$ cat src/rtl/io_channel_bank.sv
// Peripheral-side channel register bank for the core IO port: eight 15-bit
// channels, a queued output-event FIFO, and a peripheral input load port.
module io_channel_bank #(
  parameter int         DEPTH    = 4,
  parameter logic [7:0] OUT_MASK = 8'b0000_1111,
  parameter logic [7:0] IN_MASK  = 8'b0011_0000
) (
  input  logic        clock,
  input  logic        rst_l,
  input  logic [2:0]  io_read_sel,
  output logic [14:0] io_read_data,
  input  logic [2:0]  io_write_sel,
  input  logic [14:0] io_write_data,
  input  logic        io_write_en,
  output logic        out_valid,
  input  logic        out_ready,
  output logic [2:0]  out_sel,
  output logic [14:0] out_data,
  input  logic        in_valid,
  output logic        in_ready,
  input  logic [2:0]  in_sel,
  input  logic [14:0] in_data,
  output logic        ovf,
  input  logic        ovf_clear
);

  localparam int AW = (DEPTH > 2) ? $clog2(DEPTH) : 1;
  localparam logic [AW:0] FULL_COUNT = (AW + 1)'(DEPTH);

  logic [14:0]   chan       [8];
  logic [2:0]    fifo_sel   [DEPTH];
  logic [14:0]   fifo_data  [DEPTH];
  logic [AW-1:0] rd_ptr;
  logic [AW-1:0] wr_ptr;
  logic [AW:0]   count;

  logic push_req;
  logic push;
  logic pop;
  logic drop;
  logic in_load;
  logic full;

  assign io_read_data = chan[io_read_sel];
  assign out_valid    = (count != {(AW + 1){1'b0}});
  assign full         = (count == FULL_COUNT);
  assign in_ready     = !(io_write_en && (io_write_sel == in_sel));

  // A full FIFO still accepts a push when the head leaves in the same cycle.
  always_comb begin
    push_req = 1'b0;
    push     = 1'b0;
    pop      = 1'b0;
    drop     = 1'b0;
    in_load  = 1'b0;
    pop      = out_valid && out_ready;
    push_req = io_write_en && OUT_MASK[io_write_sel];
    if (push_req) begin
      push = !full || pop;
      drop = full && !pop;
    end else begin
      push = 1'b0;
      drop = 1'b0;
    end
    in_load = in_valid && in_ready && IN_MASK[in_sel];
  end

  // Head entry is forced to zero while empty so stale slots never leak out.
  always_comb begin
    out_sel  = 3'd0;
    out_data = 15'd0;
    if (out_valid) begin
      out_sel  = fifo_sel[rd_ptr];
      out_data = fifo_data[rd_ptr];
    end else begin
      out_sel  = 3'd0;
      out_data = 15'd0;
    end
  end

  // Channel registers; in_ready guarantees the two writers hit different channels.
  always_ff @(posedge clock or negedge rst_l) begin
    if (!rst_l) begin
      for (int i = 0; i < 8; i++) begin
        chan[i] <= 15'd0;
      end
    end else begin
      if (io_write_en) begin
        chan[io_write_sel] <= io_write_data;
      end
      if (in_load) begin
        chan[in_sel] <= in_data;
      end
    end
  end

  // Output event storage.
  always_ff @(posedge clock or negedge rst_l) begin
    if (!rst_l) begin
      for (int i = 0; i < DEPTH; i++) begin
        fifo_sel[i]  <= 3'd0;
        fifo_data[i] <= 15'd0;
      end
    end else if (push) begin
      fifo_sel[wr_ptr]  <= io_write_sel;
      fifo_data[wr_ptr] <= io_write_data;
    end
  end

  // Pointers wrap naturally at the power-of-two depth.
  always_ff @(posedge clock or negedge rst_l) begin
    if (!rst_l) begin
      rd_ptr <= {AW{1'b0}};
      wr_ptr <= {AW{1'b0}};
      count  <= {(AW + 1){1'b0}};
    end else begin
      if (push) begin
        wr_ptr <= wr_ptr + {{(AW - 1){1'b0}}, 1'b1};
      end
      if (pop) begin
        rd_ptr <= rd_ptr + {{(AW - 1){1'b0}}, 1'b1};
      end
      case ({push, pop})
        2'b10:   count <= count + {{AW{1'b0}}, 1'b1};
        2'b01:   count <= count - {{AW{1'b0}}, 1'b1};
        default: count <= count;
      endcase
    end
  end

  // Sticky drop flag; a drop in the same cycle as a clear wins.
  always_ff @(posedge clock or negedge rst_l) begin
    if (!rst_l) begin
      ovf <= 1'b0;
    end else if (drop) begin
      ovf <= 1'b1;
    end else if (ovf_clear) begin
      ovf <= 1'b0;
    end else begin
      ovf <= ovf;
    end
  end

endmodule

$ cat config.mk
export PLATFORM = sky130hd
export DESIGN_NAME = io_channel_bank
export DESIGN_NICKNAME = d
export VERILOG_FILES = /design/src/rtl/io_channel_bank.sv
export SDC_FILE = /design/constraint.sdc
export NUM_CORES = 1
export LEC_CHECK = 0
export BUFFER_PORTS_ARGS = -buffer_cell sky130_fd_sc_hd__buf_2
export CAP_MARGIN = 40
export CORE_ASPECT_RATIO = 1.4
export CORE_UTILIZATION = 62
export CTS_CLUSTER_SIZE = 40
export DETAILED_ROUTE_END_ITERATION = 8
export PLACE_DENSITY = 0.79
export SYNTH_ARGS = -nofsm -noshare
export SYNTH_HDL_FRONTEND = slang
export SYNTH_SLANG_ARGS = --single-unit
$ cat constraint.sdc
create_clock -name clock -period 3.6 [get_ports clock]
set_input_delay 0.72 -clock clock [delete_from_list [all_inputs] [get_ports clock]]
set_output_delay 0.72 -clock clock [all_outputs]
set_load 0.03 [all_outputs]
==> qor.txt, run 1 <==
Final hold slack: 0.322 ns
Syn Nets: 652
R2r setup slk: 1.17 ns
Crit-path slowest cell: dfrtp_1
Die Width: 108 um
Final Hold Viols: 0
Met2 Use GR: 48.0%
Synth Instances: 601
Fill cell count: 958
RSZ-0062 raised after global routing: no
CP required: 2.88 ns
Worst path depth: 4
Core area: 15200 um2
Clock H-tree levels: 4
Crit Reg-Reg Endpoint: count[2]
Layout cell share with drive strength beyond 1: 61.5%
Achievable Freq: 330 MHz
Final #Nets: 718
Via Count: 5337
Worst R2R Start: count[0]
Largest net degree at the start of global routing: 90
# resized after CTS: 0
Num ports: 81
Worst VDD drop: 0.000465 V
Clk sinks: 200
Met3 usage: 5.06%
Die ar.: 16200 um2
Worst path cell trace: buf_12, mux4_2, and2_1, buf_2
Root Buffer: clkbuf_16
Setup bufs post-CTS: 0
Grt total ovfl: 0
Worst Path Arrival: 2.31 ns
Final antenna-violating net count: 0
Mapped Avg Cell Area: 16.2 um2
Routed vias/inst: 6.11
Worst setup path end: out_data[5]
TritonCTS clock tree: built
Max incr delay on CP: 0.74 ns
Layout Cells excl Fill: 873
Max-slew violations: 0
Hpwl dp: 13.0 mm
Synthesized area: 9720 um2
Vias in the first global route: 5993
Maximum fanout along the worst path: 11
CTS Buf Count: 17
Clock tree buffer depth: 2
Placed cell count: 840
DRC: 0
Power density cells: 767 nW/um2
Classification of the worst setup path: reg -> out
Register Area: 5000 um2
Setup_tns: 0 ns
Tcrit/Tclk final: 84.1%
CTS Hold Bufs: 0
Initial antenna violation count: 1
Reg clk slew, reported paths: 0.07 ns
Crit path time final: 3.03 ns
Critical path endpoint category: output port
Ys Warns: 0
Starting density of the core: 64.0%
PortBufs: 80
DRT Pass-1 Iters: 4
Drt first-iter violations: 192
Worst rel slew slack: 51.8%
Final core area utilization: 71.7%
Setup Skew: 0.00582 ns
Area of the multi-input gates: 4430 um2
Yosys cell types: 35
GP Congestion: 0.745
Total Routed Length: 19.9 mm
Crit start category: flop
Die Height: 150 um
Worst-margin pin slew: 0.722 ns
Total power: 8.36 mW
GRT Overall Usage: 27.2%
# setup viols final: 0
Yosys reg bits: 200
CP bufs+invs: 2
Area growth syn-to-layout: 12.1%
R2R cell count: 9
Clock latency at the later pin of the worst-skew pair: 0.44 ns
Crit path max-delay family: flip-flops
Number of max-cap violations: 0
Worst hold-check path type: in -> async
Site Rows: 53
M1 GR Usage: 34.2%
CP startpoint: rd_ptr[0]
Leak: 4.87 nW
GR peak layer: met2
Status: completed
Avg WL per Cell: 22.8 um
Seq/Total Area, Yosys: 51.5%
First-pass GRT wire length: 32.2 mm
## registers in the layout, summed over array words and instances, names as in the netlist
signal and flops:
count 3, chan 120, rd_ptr 2, wr_ptr 2, fifo_sel 12, fifo_data 60
ovf 1
## cells in the final DEF, fill, tap and decap left out, types with 2 or more instances in the layout
master / synthesis / routed
clkbuf_16: 0 / 17
mux2_4: 36 / 36
clkinvlp_4: 0 / 4
and2_1: 23 / 23
dfrtp_1: 200 / 200
ha_1: 5 / 5
nor4b_4: 2 / 2
xnor2_1: 6 / 6
nand2_1: 3 / 3
bufinv_16: 0 / 2
inv_6: 0 / 4
nand4b_1: 2 / 2
nand2_4: 4 / 4
inv_1: 7 / 7
buf_12: 0 / 4
nand4_1: 2 / 2
xor2_1: 3 / 3
buf_2: 13 / 79
buf_4: 6 / 10
clkbuf_8: 0 / 3
mux4_2: 48 / 48
mux2_2: 196 / 196
## metrics by stage
step,setup WS [ns],cell area (um2)
finish,0.571,10900
global route,0.453,10900
floorplan,0.781,9720
CTS,0.513,10900
detailed placement,0.742,10300
global placement,0.756,10300
## metal layers
metal	vias to the layer above	share of wire, %
met3	24	2.8
met4	0	1.4
li1	2339	-
met5	-	0
met1	2877	41
met2	97	55
## kinds of logic (layout without fill, tap and decap cells)
logic type / Yosys count / in the layout / share of synthesized area, %
xor gates and xnor gates: 9 / 9 / 0.811
buffers and inverters: 56 / 135 / 2.97
AOI/OAI and AO/OA: 2 / 2 / 0.142
adders and majority gates: 6 / 6 / 0.850
DFF: 200 / 200 / 51.5
other: 0 / 1 / 0
muxes: 282 / 282 / 39.6
and+or+nand+nor: 46 / 46 / 4.12
## worst min path at each step
stage / from / to / slack (ns) / cells past startpoint
final: rst_l / fifo_data[7] / 0.32 / 1
after global routing: rst_l / fifo_data[38] / 0.38 / 1
after floorplan: rst_l / chan[0] / 0.42 / 0
after global placement: fifo_sel[5] / fifo_sel[5] / 0.46 / 1
after detailed placement: fifo_sel[2] / fifo_sel[2] / 0.47 / 1
after CTS: rst_l / fifo_data[7] / 0.35 / 1
## Yosys cell counts
library cell  number  area (um2)
buf_2             13        65.1
dfrtp_1          200        5000
nand4_2            1        12.5
fa_1               1        20.0
mux2_2           196        2210
nor2b_1            1        6.26
nand4_1            2        12.5
and4b_1            1        10.0
mux2_1             1        11.3
o21ai_0            1        5.00
buf_6              5        56.3
nor4b_4            2        47.6
nand2_1            3        11.3
xnor2_1            6        52.6
nand4b_4           1        23.8
buf_4              6        45.0
mux4_2            48        1080
or3_1              1        6.26
o32ai_1            1        8.76
nor3_2             1        10.0
mux2i_1            1        10.0
and2_1            23         144
or4b_1             1        10.0
clkbuf_1          21        78.8
mux2_4            36         541
nor3b_4            1        18.8
nor4_4             1        21.3
inv_4              1        6.26
nand2_4            4        45.0
inv_1              7        26.3
buf_1              3        11.3
nor2_1             1        3.75
ha_1               5        62.6
xor2_1             3        26.3
nand4b_1           2        17.5
## power breakdown
| group | total [mW] | leakage [nW] | switching, mW | internal, mW |
|---|---|---|---|---|
| Combinational | 3.02 | 2.19 | 1.38 | 1.63 |
| Sequential | 3.42 | 2.41 | 0.437 | 2.98 |
| Clock | 1.92 | 0.280 | 0.852 | 1.07 |
| Total | 8.36 | 4.87 | 2.67 | 5.69 |
## layout make-up
class | count | share of cell area [%]
sequential | 200 | 45.9
multi-input combinational | 345 | 40.6
timing repair buffer | 95 | 5.43
clock buffer | 20 | 4.19
tap | 192 | 2.21
clock inverter | 12 | 1.27
inverter | 8 | 0.299
antenna | 1 | 0.0230
No activity file was read; power rests on OpenSTA's default activity.
==> run 2: changes to the inputs <==
CORE_UTILIZATION = 54   (was 62)
PLACE_DENSITY = 0.73   (was 0.79)
clock period = 2.5 ns   (was 3.6 ns; I/O delays follow)
==> run 2 against run 1 <==
  * Power grew 49%
  * Worst hold slack got worse by 0.29 ns
  * Flip-flop and latch count unchanged
  * Die area rose by 15%
  * Sequential power rose by 43%
  * Non-clock buffer count increased by 10
==> qor.txt, run 2 (same netlist as run 1, synthesis figures left out) <==
Vias in the first global route: 6110 (was 5993)
Die Width: 115 um (was 108 um)
Worst Path Arrival: 2.75 ns (was 2.31 ns)
Reg clk slew, reported paths: 0.07 ns (about the same)
Setup Skew: 0.00690 ns (was 0.00582 ns)
Initial antenna violation count: 0 (was 1)
RSZ-0062 raised after global routing: no (unchanged)
Total Routed Length: 20.4 mm (was 19.9 mm)
Worst setup path end: count[2] (was out_data[5])
Starting density of the core: 55.6% (was 64.0%)
First-pass GRT wire length: 33.3 mm (was 32.2 mm)
Maximum fanout along the worst path: 4 (was 11)
Final #Nets: 728 (was 718)
Crit-path slowest cell: or4b_4 (was dfrtp_1)
Critical path endpoint category: flop (was output port)
Via Count: 5412 (was 5337)
Clock H-tree levels: 4 (unchanged)
R2r setup slk: 0.10 ns (was 1.17 ns)
CP startpoint: count[0] (was rd_ptr[0])
Status: completed (unchanged)
CP bufs+invs: 2 (unchanged)
Ant. Diodes: 0 (was 1)
GP Congestion: 0.699 (was 0.745)
Worst rel slew slack: 67.6% (was 51.8%)
Max-slew violations: 0 (unchanged)
Clk sinks: 200 (unchanged)
Final antenna-violating net count: 0 (unchanged)
Hpwl dp: 13.8 mm (was 13.0 mm)
Most frequent cells in the layout: dfrtp_1 (199), mux2_2 (196), buf_2 (79), mux4_2 (48), mux2_4 (36) (was dfrtp_1 (200), mux2_2 (196), buf_2 (79), mux4_2 (48), mux2_4 (36))
Crit path max-delay family: simple AND/OR/NAND/NOR gates (was flip-flops)
Leak: 4.98 nW (was 4.87 nW)
TritonCTS clock tree: built (unchanged)
Max incr delay on CP: 0.55 ns (was 0.74 ns)
Worst path cell trace: or4b_4, nor3b_4, inv_1, ha_2, inv_1, fa_2, xor2_1, nor2_1, xor2_1 (was buf_12, mux4_2, and2_1, buf_2)
Worst hold-check path type: in -> async (unchanged)
Largest net degree at the start of global routing: 64 (was 90)
DRC: 0 (unchanged)
Avg WL per Cell: 22.0 um (was 22.8 um)
Tcrit/Tclk final: 95.9%
Final Hold Viols: 0 (unchanged)
Area growth syn-to-layout: 14.6% (was 12.1%)
Achievable Freq: 417 MHz
GRT Overall Usage: 24.3% (was 27.2%)
Classification of the worst setup path: reg -> reg (was reg -> out)
Core area: 17500 um2 (was 15200 um2)
Final hold slack: 0.0270 ns (was 0.322 ns)
Root Buffer: clkbuf_16 (unchanged)
Worst VDD drop: 0.000589 V (was 0.000465 V)
Clock latency at the later pin of the worst-skew pair: 0.43 ns (was 0.44 ns)
Drt first-iter violations: 188 (was 192)
Largest register by flop count: chan (unchanged)
CP required: 2.85 ns (was 2.88 ns)
Site Rows: 57 (was 53)
Die Height: 161 um (was 150 um)
Number of max-cap violations: 0 (unchanged)
CTS Buf Count: 17 (unchanged)
Fill cell count: 1265 (was 958)
Num ports: 81 (unchanged)
Top flop regs: chan (120), fifo_data (60), fifo_sel (12) (unchanged)
Layout cell share with drive strength beyond 1: 62.6% (was 61.5%)
Die ar.: 18500 um2 (was 16200 um2)
Setup_tns: 0 ns (unchanged)
R2R cell count: 9 (unchanged)
PortBufs: 80 (unchanged)
# setup viols final: 0 (unchanged)
Crit path time final: 2.40 ns
Worst-margin pin slew: 0.487 ns (was 0.722 ns)
Grt total ovfl: 0 (unchanged)
Clock tree buffer depth: 2 (unchanged)
Total power: 12.4 mW (was 8.36 mW)
Crit Reg-Reg Endpoint: count[2] (unchanged)
Most common cell after layout, fill and taps aside: dfrtp_1 (unchanged)
Crit start category: flop (unchanged)
Worst path depth: 9 (was 4)
Worst R2R Start: count[0] (unchanged)
Routed vias/inst: 5.84 (was 6.11)
Largest register FFs: 120 (unchanged)
Power density cells: 1120 nW/um2 (was 767 nW/um2)
DRT Pass-1 Iters: 4 (unchanged)
## run 2: cell types whose count changed in the layout (fill, tap and decap cells not counted), moves of 2 or more
| cell | delta |
|---|---|
| buf_4 | +8 |
| bufinv_16 | +4 |
| clkinvlp_4 | -3 |
| inv_6 | -3 |
| buf_12 | +2 |
| clkinv_2 | +2 |
## run 2: cell type report
type,count,area [um2],share of cell area (%)
clock buffers,20,457,4.10
flip-flops and latches,200,5010,45.0
repair buffers,105,689,6.19
inverters,8,32.5,0.292
clock inverters,12,220,1.98
well taps,236,295,2.65
multi-input cells,345,4430,39.8
## run 2: power by group
part | switching (mW) | internal, mW
Sequential | 0.591 | 4.30
Combinational | 2.03 | 2.40
Clock | 1.18 | 1.93
## run 2: worst reg2reg max path, stage by stage, from the launching register on
cell and delay [ns]:
dfrtp_1 0.42, or4b_4 0.55, nor3b_4 0.18, inv_1 0.09, ha_2 0.19, inv_1 0.05
fa_2 0.34, xor2_1 0.16, nor2_1 0.16, xor2_1 0.19
## run 2: per-layer routing
| metal | GRT usage, % | vias up | wire [um] |
|---|---|---|---|
| li1 | - | 2361 | - |
| met1 | 30.6 | 2929 | 8440 |
| met2 | 41.9 | 95 | 11000 |
| met3 | 4.83 | 27 | 635 |
| met4 | 7.44 | 0 | 274 |
| met5 | 0 | - | 0 |
## run 2: through the flow
step           setup WS (ns)  area (um2)  std cells  util [%]
6_report               0.101       11100        926      63.7
5_1_grt               0.0150       11100        926      63.7
4_1_cts               0.0204       11100        924      63.5
3_5_place_dp         -0.0897       10400        892      59.6
3_3_place_gp           0.117       10400        892      59.6
2_1_floorplan          0.121        9720        601         -
## run 2: timing repair
item	4_1_cts	5_1_grt
buffers inserted	0	1
hold buffers	0	0
gates resized for setup	0	4
setup endpoints to repair	0	6
## run 2: worst min path at each step
stage	depth (start not counted)	endpoint	startpoint	slack, ns
floorplan	0	chan[0]	rst_l	0.20
global placement	1	fifo_sel[2]	fifo_sel[2]	0.46
detailed placement	1	fifo_sel[5]	fifo_sel[5]	0.47
CTS	1	fifo_data[48]	rst_l	0.04
global route	1	fifo_data[47]	rst_l	0.05
finish	1	fifo_data[47]	rst_l	0.03
==> run 3: changes to the inputs <==
CORE_UTILIZATION = 31   (was 54)
PLACE_DENSITY = 0.46   (was 0.73)
REMOVE_ABC_BUFFERS = 1   (was default)
==> run 3 against run 2 <==
  * Sequential power fell by 1%
  * Flip-flop and latch count did not move
  * Worst setup slack got worse by 0.0092 ns
  * Clock power fell by 1%
  * Core utilization fell by 27 points
  * Critical endpoint is now out_data[7]
  * Count of clock-buffer cells in the layout rose by 1
  * Register-to-register slack improved by 0.07 ns
  * First-iteration DRC count fell by 12%
  * Critical path type is now reg -> out
  * Power fell by 0.72%
  * Critical path depth fell by 5
  * Non-clock buffer count rose by 1
==> qor.txt, run 3 (same netlist as run 1, synthesis figures left out) <==
Ant. Diodes: 0 (unchanged)
Worst hold-check path type: in -> async (unchanged)
Most frequent cells in the layout: dfrtp_1 (199), mux2_2 (196), buf_2 (79), mux4_2 (48), mux2_4 (36) (unchanged)
Site Rows: 76 (was 57)
GRT Overall Usage: 15.7% (was 24.3%)
Layout cell share with drive strength beyond 1: 62.1% (was 62.6%)
R2R cell count: 9 (unchanged)
Number of max-cap violations: 0 (unchanged)
Final #Nets: 729 (was 728)
Final hold slack: 0.0615 ns (was 0.0270 ns)
Max-slew violations: 0 (unchanged)
R2r setup slk: 0.17 ns (was 0.10 ns)
Crit start category: flop (unchanged)
Worst rel slew slack: 47.7% (was 67.6%)
Die Height: 212 um (was 161 um)
Top flop regs: chan (120), fifo_data (60), fifo_sel (12) (unchanged)
Root Buffer: clkbuf_16 (unchanged)
Placement Setup Slack: 0.0213 ns (was -0.0897 ns)
Clock latency at the later pin of the worst-skew pair: 0.45 ns (was 0.43 ns)
Clock H-tree levels: 4 (unchanged)
Post-Layout Inst Area: 11300 um2 (was 11100 um2)
Power density cells: 1090 nW/um2 (was 1120 nW/um2)
CP required: 2.00 ns (was 2.85 ns)
Grt total ovfl: 0 (unchanged)
# resized after CTS: 0 (unchanged)
Area post-placement: 10600 um2 (was 10400 um2)
Routed vias/inst: 4.91 (was 5.84)
Die ar.: 32100 um2 (was 18500 um2)
# setup viols final: 0 (unchanged)
Maximum fanout along the worst path: 10 (was 4)
Worst Slack Setup Final: 0.0922 ns (was 0.101 ns)
Crit path time final: 2.41 ns (was 2.40 ns)
Total power: 12.3 mW (was 12.4 mW)
Fill cell count: 2933 (was 1265)
Layout Cells excl Fill: 1081 (was 926)
Status: completed (unchanged)
Area growth syn-to-layout: 16.6% (was 14.6%)
Worst-margin pin slew: 0.785 ns (was 0.487 ns)
GP Congestion: 0.713 (was 0.699)
Clk sinks: 200 (unchanged)
Largest register FFs: 120 (unchanged)
Achievable Freq: 415 MHz (was 417 MHz)
Vias in the first global route: 6079 (was 6110)
Worst Path Arrival: 1.91 ns (was 2.75 ns)
Via Count: 5308 (was 5412)
Core area: 30800 um2 (was 17500 um2)
Avg WL per Cell: 21.5 um (was 22.0 um)
Total Routed Length: 23.2 mm (was 20.4 mm)
Leak: 4.97 nW (was 4.98 nW)
Critical path endpoint category: output port (was flop)
Most common cell after layout, fill and taps aside: dfrtp_1 (unchanged)
Starting density of the core: 31.5% (was 55.6%)
PortBufs: 80 (unchanged)
Die Width: 152 um (was 115 um)
Final core area utilization: 36.8% (was 63.7%)
DRT Pass-1 Iters: 4 (unchanged)
Classification of the worst setup path: reg -> out (was reg -> reg)
Placed cell count: 1048 (was 892)
Tcrit/Tclk final: 96.3% (was 95.9%)
TritonCTS clock tree: built (unchanged)
Setup Skew: 0.00431 ns (was 0.00690 ns)
Hpwl dp: 15.3 mm (was 13.8 mm)
Initial antenna violation count: 0 (unchanged)
Largest register by flop count: chan (unchanged)
Largest net degree at the start of global routing: 137 (was 64)
Num ports: 81 (unchanged)
CTS Hold Bufs: 0 (unchanged)
RSZ-0062 raised after global routing: yes (was no)
Setup_tns: 0 ns (unchanged)
Worst R2R Start: count[0] (unchanged)
Setup bufs post-CTS: 0 (unchanged)
First-pass GRT wire length: 36.4 mm (was 33.3 mm)
DRC: 0 (unchanged)
Final Hold Viols: 0 (unchanged)
Worst VDD drop: 0.000399 V (was 0.000589 V)
Drt first-iter violations: 165 (was 188)
Reg clk slew, reported paths: 0.07 ns (about the same)
Final antenna-violating net count: 0 (unchanged)
CTS Buf Count: 17 (unchanged)
Crit Reg-Reg Endpoint: count[2] (unchanged)
Clock tree buffer depth: 2 (unchanged)
-- run 3: cell type report --
type                            instances  area, um2  share of cell area, %
Multi-Input combinational cell        345       4430                   39.1
Clock inverter                         11        195                   1.72
Clock buffer                           21        460                   4.06
Sequential cell                       200       5010                   44.2
Inverter                                8       32.5                  0.287
Timing Repair Buffer                  106        722                   6.37
Tap cell                              390        488                   4.31
-- run 3: per-layer routing --
metal | GRT usage, % | routed length (um) | vias up
li1 | - | - | 2349
met5 | 0 | 0 | -
met4 | 4.61 | 368 | 0
met3 | 3.62 | 666 | 17
met2 | 26.9 | 12200 | 66
met1 | 19.3 | 10000 | 2876
-- run 3: how the worst max path moves through the flow --
stage                   startpoint               end  cells after the start
floorplan                out_ready          count[2]                      9
global placement    io_read_sel[0]  io_read_data[12]                      5
detailed placement       out_ready          count[2]                     10
CTS                      rd_ptr[0]       out_data[7]                      4
global route             rd_ptr[0]       out_data[7]                      4
finish                   rd_ptr[0]       out_data[7]                      4
-- run 3: report_power, final --
group	total [mW]	switching (mW)	internal (mW)
registers	4.84	0.547	4.29
clock network	3.07	1.24	1.83
logic	4.43	2.05	2.38
-- run 3: worst max-delay path: stages, from the launching register on --
cell and delay (ns):
dfrtp_2 0.41, buf_12 0.18, mux4_2 0.53, and2_1 0.17, buf_2 0.17
